**config.mk**
```make
export PLATFORM = sky130hd
export DESIGN_NAME = if_stage
export DESIGN_NICKNAME = d
export VERILOG_FILES = /design/src/rtl/if_stage.sv
export SDC_FILE = /design/constraint.sdc
export NUM_CORES = 1
export LEC_CHECK = 0
export ABC_AREA = 0
export CAP_MARGIN = 20
export CORE_MARGIN = 2
export CORE_UTILIZATION = 57
export DETAILED_ROUTE_END_ITERATION = 6
export DONT_BUFFER_PORTS = 1
export PLACE_DENSITY = 0.75
export SLEW_MARGIN = 15
export SYNTH_ARGS = -nofsm -noshare
export SYNTH_HDL_FRONTEND = slang
export SYNTH_SLANG_ARGS = --single-unit
```
**constraint.sdc**
```tcl
create_clock -name clk -period 2.1 [get_ports clk]
set_clock_uncertainty 0.1 [all_clocks]
set_input_delay 0.42 -clock clk [delete_from_list [all_inputs] [get_ports clk]]
set_output_delay 0.42 -clock clk [all_outputs]
set_load 0.1 [all_outputs]
```
**src/rtl/if_stage.sv**
```systemverilog
// Instruction-fetch stage with IF/ID pipeline register, stall/freeze and branch redirect/flush.
// The fetch FSM only tracks RUN/STALL for the companion checker; it never alters outputs.
module if_stage #(
  parameter logic [31:0] RESET_PC = 32'h0000_0000,
  parameter int          PC_STEP  = 4,
  parameter int          CNT_W    = 16
) (
  input  logic             clk,
  input  logic             rst,
  input  logic             freeze,
  input  logic             branch_taken,
  input  logic [31:0]      branch_addr,
  output logic [31:0]      imem_addr,
  input  logic [31:0]      imem_rdata,
  output logic [31:0]      if_id_pc,
  output logic [31:0]      if_id_instr,
  output logic             if_id_valid,
  output logic [5:0]       if_id_opcode,
  output logic [CNT_W-1:0] fetch_count
);

  localparam logic [0:0]  ST_RUN   = 1'b0;
  localparam logic [0:0]  ST_STALL = 1'b1;
  localparam logic [31:0] PC_INC   = 32'(PC_STEP);

  function automatic logic [31:0] word_align(input logic [31:0] addr);
    return {addr[31:2], 2'b00};
  endfunction

  function automatic logic [CNT_W-1:0] sat_inc(input logic [CNT_W-1:0] value);
    if (value == {CNT_W{1'b1}}) begin
      return value;
    end else begin
      return value + CNT_W'(1);
    end
  endfunction

  logic [31:0]      pc_r;
  logic [31:0]      if_id_pc_r;
  logic [31:0]      if_id_instr_r;
  logic             if_id_valid_r;
  logic [CNT_W-1:0] fetch_count_r;
  logic [0:0]       state_r;

  logic [31:0]      pc_next_s;
  logic [31:0]      pc_seq_s;
  logic [31:0]      if_id_pc_next_s;
  logic [31:0]      if_id_instr_next_s;
  logic             if_id_valid_next_s;
  logic [CNT_W-1:0] fetch_count_next_s;
  logic [0:0]       state_next_s;

  assign pc_seq_s = pc_r + PC_INC;

  // Next-state selection: branch beats freeze beats sequential fetch.
  // branch_addr is only looked at under branch_taken so an X there cannot reach pc.
  always_comb begin
    pc_next_s          = pc_r;
    if_id_pc_next_s    = if_id_pc_r;
    if_id_instr_next_s = if_id_instr_r;
    if_id_valid_next_s = if_id_valid_r;
    fetch_count_next_s = fetch_count_r;
    if (branch_taken) begin
      pc_next_s          = word_align(branch_addr);
      if_id_pc_next_s    = 32'h0000_0000;
      if_id_instr_next_s = 32'h0000_0000;
      if_id_valid_next_s = 1'b0;
    end else if (freeze) begin
      pc_next_s          = pc_r;
    end else begin
      pc_next_s          = pc_seq_s;
      if_id_pc_next_s    = pc_seq_s;
      if_id_instr_next_s = imem_rdata;
      if_id_valid_next_s = 1'b1;
      fetch_count_next_s = sat_inc(fetch_count_r);
    end
  end

  // Fetch FSM transition.
  always_comb begin
    state_next_s = state_r;
    case (state_r)
      ST_RUN: begin
        if (freeze && !branch_taken) begin
          state_next_s = ST_STALL;
        end else begin
          state_next_s = ST_RUN;
        end
      end
      ST_STALL: begin
        if (!freeze || branch_taken) begin
          state_next_s = ST_RUN;
        end else begin
          state_next_s = ST_STALL;
        end
      end
      default: state_next_s = ST_RUN;
    endcase
  end

  // PC, IF/ID, counter and FSM registers with synchronous reset.
  always_ff @(posedge clk) begin
    if (rst) begin
      pc_r          <= RESET_PC;
      if_id_pc_r    <= 32'h0000_0000;
      if_id_instr_r <= 32'h0000_0000;
      if_id_valid_r <= 1'b0;
      fetch_count_r <= '0;
      state_r       <= ST_RUN;
    end else begin
      pc_r          <= pc_next_s;
      if_id_pc_r    <= if_id_pc_next_s;
      if_id_instr_r <= if_id_instr_next_s;
      if_id_valid_r <= if_id_valid_next_s;
      fetch_count_r <= fetch_count_next_s;
      state_r       <= state_next_s;
    end
  end

  assign imem_addr    = pc_r;
  assign if_id_pc     = if_id_pc_r;
  assign if_id_instr  = if_id_instr_r;
  assign if_id_valid  = if_id_valid_r;
  assign if_id_opcode = if_id_instr_r[31:26];
  assign fetch_count  = fetch_count_r;

  if_stage_checker #(
    .CNT_W (CNT_W)
  ) u_checker (
    .clk          (clk),
    .rst          (rst),
    .freeze       (freeze),
    .branch_taken (branch_taken),
    .branch_addr  (branch_addr),
    .pc           (pc_r),
    .if_id_pc     (if_id_pc_r),
    .if_id_instr  (if_id_instr_r),
    .if_id_valid  (if_id_valid_r),
    .fetch_count  (fetch_count_r),
    .state        (state_r)
  );

endmodule

// Property checks on the fetch stage; no logic here drives the design.
module if_stage_checker #(
  parameter int CNT_W = 16
) (
  input logic             clk,
  input logic             rst,
  input logic             freeze,
  input logic             branch_taken,
  input logic [31:0]      branch_addr,
  input logic [31:0]      pc,
  input logic [31:0]      if_id_pc,
  input logic [31:0]      if_id_instr,
  input logic             if_id_valid,
  input logic [CNT_W-1:0] fetch_count,
  input logic [0:0]       state
);

  a_pc_aligned: assert property (@(posedge clk) disable iff (rst)
    pc[1:0] == 2'b00);

  a_empty_slot_is_nop: assert property (@(posedge clk) disable iff (rst)
    !if_id_valid |-> (if_id_instr == 32'h0000_0000 && if_id_pc == 32'h0000_0000));

  a_freeze_holds: assert property (@(posedge clk) disable iff (rst)
    (freeze && !branch_taken) |=> ($stable(pc) && $stable(if_id_instr) &&
                                   $stable(if_id_pc) && $stable(fetch_count)));

  a_branch_redirects: assert property (@(posedge clk) disable iff (rst)
    branch_taken |=> (!if_id_valid && pc == {$past(branch_addr[31:2]), 2'b00}));

  a_stall_tracks_freeze: assert property (@(posedge clk) disable iff (rst)
    (freeze && !branch_taken) |=> (state == 1'b1));

endmodule

```
==> results of run 1 <==
logic make-up after synthesis:
| logic type | count (synthesis) |
|---|---|
| adders and majority gates | 2 |
| other | 1 |
| DFF | 109 |
| muxes | 34 |
| buffers and inverters | 57 |
| AOI/OAI and AO/OA | 82 |
| xor gates and xnor gates | 63 |
| and+or+nand+nor | 240 |
cell type report:
cell class,count,area share [%]
clock buffers,11,2.443
flip-flops and latches,109,36.80
well taps,108,2.163
repair buffers,124,15.30
clock inverters,5,0.6408
inverters,8,0.4806
multi-input cells,425,42.17
worst paths after layout:
kind / depth (start not counted) / from / to
setup reg to reg: 4 / imem_addr[14] / imem_addr[15]
hold / removal: 1 / rst / fetch_count[5]
setup / recovery: 4 / imem_addr[14] / imem_addr[15]
hold reg to reg: 2 / if_id_pc[16] / if_id_pc[16]
state kept, by name (all words and copies together) (netlist names):
register     flops
if_id_pc        30
imem_addr       30
fetch_count     16
if_id_instr     32
if_id_valid      1
worst reg2reg max path, delay by kind of cell (launching register included):
family | cells | cell delay [ps]
flops | 1 | 400
compound gates | 1 | 240
simple gates | 3 | 1160
repair_timing:
action,in CTS,in global routing
resized for setup,0,2
endpoints found under the hold margin,25,5
buffers inserted,0,0
hold buffers,4,1
endpoints found under the setup margin,0,4
synth_stat cells (all sizes together) (7+ instances only):
cell	count	share of area (%)
a211oi	15	2.2
a21oi	26	2.6
and3	7	0.87
and4	7	1.2
buf	24	2.9
clkbuf	25	1.9
dfxtp	109	43
inv	8	0.59
mux2i	34	6.7
nand2	57	4.3
nand3	13	1.4
nand4	25	3.2
nor2	82	6.1
nor3	15	1.5
nor4	12	2.0
o21ai	30	3.0
or3	7	0.87
xnor2	42	7.3
xor2	21	3.6
metrics by stage:
step                area (µm²)  total power [mW]
CTS                       6227             4.456
floorplan                 5220             3.099
global placement          5995             3.203
detailed placement        5995             3.219
finish                    6248             4.441
global route              6248             4.599
metal layers:
metal	track usage, %	wire length [µm]	vias up	share of wire, %
met4	8.851	175	0	1.3
met5	0	0	-	0
met1	31.05	5124	2115	39
li1	-	-	2199	-
met2	48.26	6618	196	50
met3	8.017	1241	15	9.4
power by group through the flow:
stage | clock network (mW) | logic (mW) | registers [mW]
floorplan | 0 | 0.315 | 2.78
global placement | 0 | 0.965 | 2.24
detailed placement | 0 | 0.975 | 2.24
CTS | 1.27 | 0.994 | 2.20
global route | 1.35 | 1.04 | 2.21
finish | 1.25 | 0.995 | 2.20
==> results_dict.tcl, run 1 <==
set metrics [dict create \
    run_status "completed" \
    placedCellCount 769 \
    async_flop_share_pct 0 \
    mostFrequentLayoutCells "buf_4, nor2_1, dfxtp_1" \
    hpwl_mm 9.343 \
    maxSlewHeadroom_pct 29.98 \
    setup_tns_ps 0 \
    max_stage_delay_ps 670 \
    final_common_cell "buf_4" \
    critPathLaunchType "register" \
    critical_path_arrival_ps 2180 \
    worstPathMaxFanout 7 \
    synth_top_family_by_area "simple AND/OR/NAND/NOR gates" \
    synthCells 588 \
    comb_power_share_pct 22.4 \
    final_util_pct 72.00 \
    worst_skew_pair.late_latency_ps 370 \
    finalWorstPathRequiredPeriod_ps 1999 \
    clkPwrFrac_pct 28.1 \
    dieArea_um2 9642 \
    root_buffer "clkbuf_8" \
    nNetsFinal 747 \
    hold_class "input port to register" \
    gp_congestion 0.8563 \
    ys_seq_area_share_pct 43.15 \
    setup_ws_ps 100.8 \
    ios 187 \
    clk_path_buf_depth 2 \
    crit_buf_inv 0 \
    port_buffers 0 \
    synthAdderAreaFrac_pct 0.4948 \
    ys_types 45 \
    clock-sinks 109 \
    start_util_pct 58.28 \
    vias 4525 \
    ys.flop_type "dfxtp_1" \
    grt_use_total_pct 27.05 \
    nFillCells 683 \
    die_h_um 98.20 \
    avgViaCountPerCell 5.728 \
    path_class "register to register" \
    grt_pass1_wl_mm 21.42 \
    period_share_pct 95.20 \
    grt_max_degree 60 \
    synth-edff-count 0 \
    holdWs_ps 12.69 \
    antenna_found_initial 0 \
    area_growth_pct 23.55 \
    syn_avg_cell_area_um2 8.601 \
    cap_violations 0 \
    synth_compound_area_share_pct 9.476 \
    register_area_um2 2300 \
    synth_simple_gate_area_share_pct 23.75 \
    drt_first_pass_iters 4 \
    grt.overflow.total 0 \
    crit_chain "nand4_1 -> or4_1 -> or3_1 -> a311oi_1" \
    final-setup-viol-count 0 \
    diodes 0 \
    worst_slew_pin_slew_ps 1047 \
    grt_pass1_vias 4463 \
    crit_required_ps 2280 \
    finalMaxSlewViolations 0 \
    p_sw_mw 1.578 \
    wl_per_cell_um 16.66 \
    multiInputGateArea_um2 2635 \
    htree_levels 3 \
    rsz0062_at_grt "no" \
    finalNonFillerCells 790 \
    cpMaxStageDelayCell "or4_1" \
    yosysWarnings 0 \
    yosys.area_share.xor_xnor_pct 10.91 \
    sw_frac_of_total_pct 35.54 \
    p_int_mw 2.862 \
    drive_gt1_share_pct 28.89 \
    peakVddDrop_mv 0.4568 \
    cts_tree "done" \
    seq_power_share_pct 49.5 \
    core_region_area_um2 8678 \
    hold_viol_final 0 \
    drt.antenna.violating_nets 0 \
    power_leakage_nw 2.465 \
    drt_iter0_drc 208 \
    worstSetupEndpointType "register" \
    synthMuxAreaShare_pct 6.729 \
    path_clk_slew_ps 100 \
    dieWidth_um 98.20 \
    path_delay_family "simple AND/OR/NAND/NOR gates" \
    synth-seq-cells 109 \
    drt_wl_total_mm 13.16 \
    route.detailed.drc 0 \
    cts_made_buffers 9 \
    reg2reg_slack_ps 100 \
    fmax_mhz 500.2 \
    pre_cts_ws_ps 130.6 \
    netlist_area_um2 5057 \
    p_per_area_nw_per_um2 710.7 \
    rows 34 \
]
Note: power is estimated with default switching activity, not from simulation.
==> inputs of run 2 (changes only) <==
--- a/config.mk
+++ b/config.mk
@@ -11,6 +11,7 @@
 export CORE_UTILIZATION = 57
 export DETAILED_ROUTE_END_ITERATION = 6
 export DONT_BUFFER_PORTS = 1
+export HOLD_SLACK_MARGIN = 0.03
 export PLACE_DENSITY = 0.75
 export SLEW_MARGIN = 15
 export SYNTH_ARGS = -nofsm -noshare
==> run 2 against run 1 <==
Effect of this change: first-iteration DRC count is 6.3% lower; critical path depth stayed put; global-route usage is 0.24 points lower; die area is the same; power about the same; sequential power is essentially flat; cell count decreased by 0.38%; flip-flop and latch count unchanged; fmax is 0.60% higher; design area down 0.32%; critical endpoint unchanged.
==> results_dict.tcl, run 2 (synthesis gave the netlist of run 1 again) <==
set metrics [dict create \
    run_status "completed" \
    grt_max_degree 60 \
    cts_setup_buffers 0 \
    drt.antenna.violating_nets 0 \
    area_growth_pct 23.16 \
    worstSetupEndpointType "register" \
    worstPathMaxFanout 7 \
    avgViaCountPerCell 5.740 \
    dieArea_um2 9642 \
    cts_tree "done" \
    diodes 0 \
    final_common_cell "buf_4" \
    max_stage_delay_ps 670 \
    setup_ws_ps 112.8 \
    p_per_area_nw_per_um2 713.1 \
    crit_required_ps 2280 \
    path_delay_family "simple AND/OR/NAND/NOR gates" \
    start_util_pct 58.28 \
    die_h_um 98.20 \
    drt_first_pass_iters 4 \
    power_leakage_nw 2.457 \
    period_share_pct 94.63 \
    clk_path_buf_depth 2 \
    clock-sinks 109 \
    cpMaxStageDelayCell "or4_1" \
    design_area_um2 6228 \
    htree_levels 3 \
    worst_skew_pair.late_latency_ps 370 \
    dpl-instance-area_um2 5995 \
    antenna_found_initial 1 \
    rows 34 \
    pre_cts_ws_ps 130.6 \
    grt.overflow.total 0 \
    critPathLaunchType "register" \
    critical_path_arrival_ps 2170 \
    grt_use_total_pct 26.81 \
    cts_made_buffers 9 \
    hpwl_mm 9.343 \
    grt_pass1_vias 4427 \
    worst_slew_pin_slew_ps 845.9 \
    mostFrequentLayoutCells "buf_4, nor2_1, dfxtp_1" \
    finalMaxSlewViolations 0 \
    nNetsFinal 744 \
    ios 187 \
    core_region_area_um2 8678 \
    crit_chain "nand4_1 -> or4_1 -> or3_1 -> a311oi_1" \
    largest_reg_flops 32 \
    cap_violations 0 \
    hold_viol_final 0 \
    drt_iter0_drc 195 \
    wl_per_cell_um 16.59 \
    crit_buf_inv 0 \
    finalWorstPathRequiredPeriod_ps 1987 \
    root_buffer "clkbuf_8" \
    path_clk_slew_ps 100 \
    holdWs_ps 69.34 \
    drt_wl_total_mm 13.06 \
    route.detailed.drc 0 \
    power_mw 4.442 \
    path_class "register to register" \
    setup_tns_ps 0 \
    drive_gt1_share_pct 29.16 \
    vias 4517 \
    port_buffers 0 \
    dieWidth_um 98.20 \
    grt_pass1_wl_mm 21.19 \
    final-setup-viol-count 0 \
    peakVddDrop_mv 0.4569 \
    fmax_mhz 503.2 \
    gp_congestion 0.8563 \
    maxSlewHeadroom_pct 43.60 \
    rsz0062_at_grt "no" \
    hold_class "input port to register" \
]
==> run 2: metrics by stage <==
stage / instances / utilization, %
finish: 787 / 71.77
global route: 787 / 71.77
detailed placement: 769 / 69.07
global placement: 769 / 69.07
floorplan: 591 / -
CTS: 786 / 71.53
==> run 2: final cells by class <==
| class | instances | area (µm²) |
|---|---|---|
| Multi-Input combinational cell | 425 | 2635 |
| Inverter | 8 | 30.03 |
| Clock inverter | 5 | 40.04 |
| Timing Repair Buffer | 121 | 935.9 |
| Fill cell | 685 | 2450 |
| Tap cell | 108 | 135.1 |
| Clock buffer | 11 | 152.6 |
| Sequential cell | 109 | 2300 |
==> run 2: where the power goes <==
part / switching (mW) / internal [mW] / total, mW
combinational: 0.783 / 0.211 / 0.994
clock: 0.735 / 0.516 / 1.25
sequential: 0.0635 / 2.13 / 2.20
total: 1.58 / 2.86 / 4.44
==> run 2: final timing paths <==
path | from | end | slack (ps) | depth (start not counted)
setup / recovery | imem_addr[14] | imem_addr[15] | 110 | 4
hold / removal | branch_addr[11] | imem_addr[11] | 70 | 2
setup reg to reg | imem_addr[14] | imem_addr[15] | 110 | 4
hold reg to reg | if_id_pc[16] | if_id_pc[16] | 370 | 2
==> run 2: routing by layer <==
| layer | global-route usage (%) | wire length, µm |
|---|---|---|
| met4 | 8.219 | 196 |
| met5 | 0 | 0 |
| met3 | 8.089 | 1135 |
| met1 | 30.95 | 5089 |
| met2 | 47.79 | 6639 |
==> run 2: repair_timing <==
item | in CTS | in global routing
endpoints found under the hold margin | 44 | 1
hold buffers | 1 | 1
setup endpoints to repair | 0 | 4
resized for setup | 0 | 2
==> inputs of run 3 (changes only) <==
--- a/config.mk
+++ b/config.mk
@@ -8,11 +8,12 @@
 export ABC_AREA = 0
 export CAP_MARGIN = 20
 export CORE_MARGIN = 2
-export CORE_UTILIZATION = 57
+export CORE_UTILIZATION = 59
+export CTS_BUF_LIST = sky130_fd_sc_hd__clkbuf_2
 export DETAILED_ROUTE_END_ITERATION = 6
 export DONT_BUFFER_PORTS = 1
 export HOLD_SLACK_MARGIN = 0.03
-export PLACE_DENSITY = 0.75
+export PLACE_DENSITY = 0.78
 export SLEW_MARGIN = 15
 export SYNTH_ARGS = -nofsm -noshare
 export SYNTH_HDL_FRONTEND = slang
==> run 3 against run 2 <==
Effect of this change: power down 0.59%; non-clock buffer count up 68; via count up 12%; critical path depth down 3; design area up 11%; sequential share of layout area down 3.6 points; critical endpoint is now imem_addr[28]; flip-flop and latch count unchanged; combinational power up 16%; global-route usage up 6.2 points.
==> results_dict.tcl, run 3 (synthesis gave the netlist of run 1 again) <==
set metrics [dict create \
    run_status "completed" \
    diodes 0 \
    grt.overflow.total 0 \
    cp-startpoint "imem_addr[28]" \
    grt_use_total_pct 33.00 \
    crit_cells 1 \
    port_buffers 0 \
    maxSlewHeadroom_pct 39.64 \
    antenna_found_initial 0 \
    grt_max_degree 49 \
    reg2reg_slack_ps 90 \
    wl_per_cell_um 18.93 \
    cts_made_buffers 9 \
    holdPathEnd "imem_addr[6]" \
    max_stage_delay_ps 560 \
    grt_pass1_wl_mm 23.72 \
    power_leakage_nw 2.739 \
    clk_path_buf_depth 2 \
    peakVddDrop_mv 0.4220 \
    crit_required_ps 1580 \
    mostFrequentLayoutCells "buf_4, nor2_1, dlygate4sd3_1" \
    gp_congestion 0.8613 \
    cpMaxStageDelayCell "dfxtp_1" \
    hold_depth 4 \
    root_buffer "clkbuf_2" \
    hold_viol_final 0 \
    pre_cts_ws_ps 82.86 \
    period_share_pct 97.20 \
    min_from "freeze" \
    area_growth_pct 36.34 \
    largest_reg_flops 32 \
    drive_gt1_share_pct 27.71 \
    start_util_pct 61.24 \
    dieWidth_um 96.59 \
    setup_tns_ps 0 \
    drt_first_pass_iters 5 \
    placedCellCount 765 \
    fmax_mhz 489.9 \
    use_met2_pct 59.66 \
    r2r_end "imem_addr[30]" \
    crit_chain "buf_4" \
    ios 187 \
    cap_violations 0 \
    avgViaCountPerCell 5.964 \
    critPathLaunchType "register" \
    worstSetupEndpointType "primary output" \
    finalNonFillerCells 852 \
    die_h_um 96.59 \
    route.detailed.drc 0 \
    p_per_area_nw_per_um2 640.3 \
    cts_tree "done" \
    grt_pass1_vias 4851 \
    worstPathMaxFanout 5 \
    grt.busiest_layer "met2" \
    nNetsFinal 812 \
    grt_util_met1_pct 36.83 \
    rows 33 \
    worst_slew_pin_slew_ps 905.4 \
    path_class "register to primary output" \
    path_clk_slew_ps 310 \
    worst_skew_pair.late_latency_ps 590 \
    vias 5081 \
    grt_use_met3_pct 8.379 \
    final_common_cell "buf_4" \
    critical_path_arrival_ps 1520 \
    final-setup-viol-count 0 \
    htree_levels 3 \
    drt_iter0_drc 321 \
    r2r_cells 5 \
    finalWorstPathRequiredPeriod_ps 2041 \
    crit_buf_inv 1 \
    hold_class "input port to register" \
    setup_ws_ps 58.88 \
    drt.antenna.violating_nets 0 \
    hpwl_mm 9.616 \
    core_region_area_um2 8258 \
    clock-sinks 109 \
    drt_wl_total_mm 16.13 \
    finalMaxSlewViolations 0 \
    path_delay_family "flip-flops" \
    dieArea_um2 9329 \
    reg2reg_from "imem_addr[21]" \
]
## run 3: cell count changes in the layout (fill, tap and decap cells not counted), moves of 2 or more
cell           delta
nand2_2           +2
nor4_1            -2
inv_8             +2
clkbuf_8          -9
clkbuf_2          +9
dlygate4sd3_1    +66
nor4_2            +2
nand2_1           -2
## run 3: worst max path at each step
| stage | endpoint | slack, ps |
|---|---|---|
| after CTS | imem_addr[28] | 30 |
| after detailed placement | imem_addr[28] | 80 |
| after floorplan | imem_addr[15] | -50 |
| after global placement | if_id_pc[28] | 160 |
| after global routing | fetch_count[4] | -10 |
| final | imem_addr[28] | 60 |
## run 3: cell type report
class	count	area (µm²)
clock buffers	9	45.04
clock inverters	7	81.33
fillers	458	1363
inverters	8	30.03
multi-input cells	425	2664
flip-flops and latches	109	2300
well taps	105	131.4
repair buffers	189	1644
## run 3: repair_timing
item,in CTS,in global routing
setup endpoints to repair,0,10
gates resized for setup,0,9
buffers inserted,0,2
hold buffers,67,2
hold endpoints to repair,83,1
## run 3: metal layers
metal,share of wire [%],routed length [µm],up-vias
met5,0,0,-
met2,51,8210,310
met4,3.3,525,0
met1,36,5828,2369
li1,-,-,2343
met3,9.7,1561,59
## run 3: metrics by stage
| stage | power, mW | hold slack (ps) | util (%) | area, µm² |
|---|---|---|---|---|
| global placement | 3.206 | 335.8 | 72.61 | 5996 |
| detailed placement | 3.222 | 343.6 | 72.61 | 5996 |
| global route | 4.549 | 37.94 | 83.50 | 6895 |
| CTS | 4.398 | 31.09 | 82.59 | 6820 |
| finish | 4.415 | 43.69 | 83.50 | 6895 |
| floorplan | 3.099 | 454.3 | - | 5220 |
## run 3: power breakdown
part | total [mW] | internal [mW] | switching [mW]
registers | 2.21 | 2.14 | 0.0690
logic | 1.15 | 0.300 | 0.854
clock network | 1.05 | 0.301 | 0.747
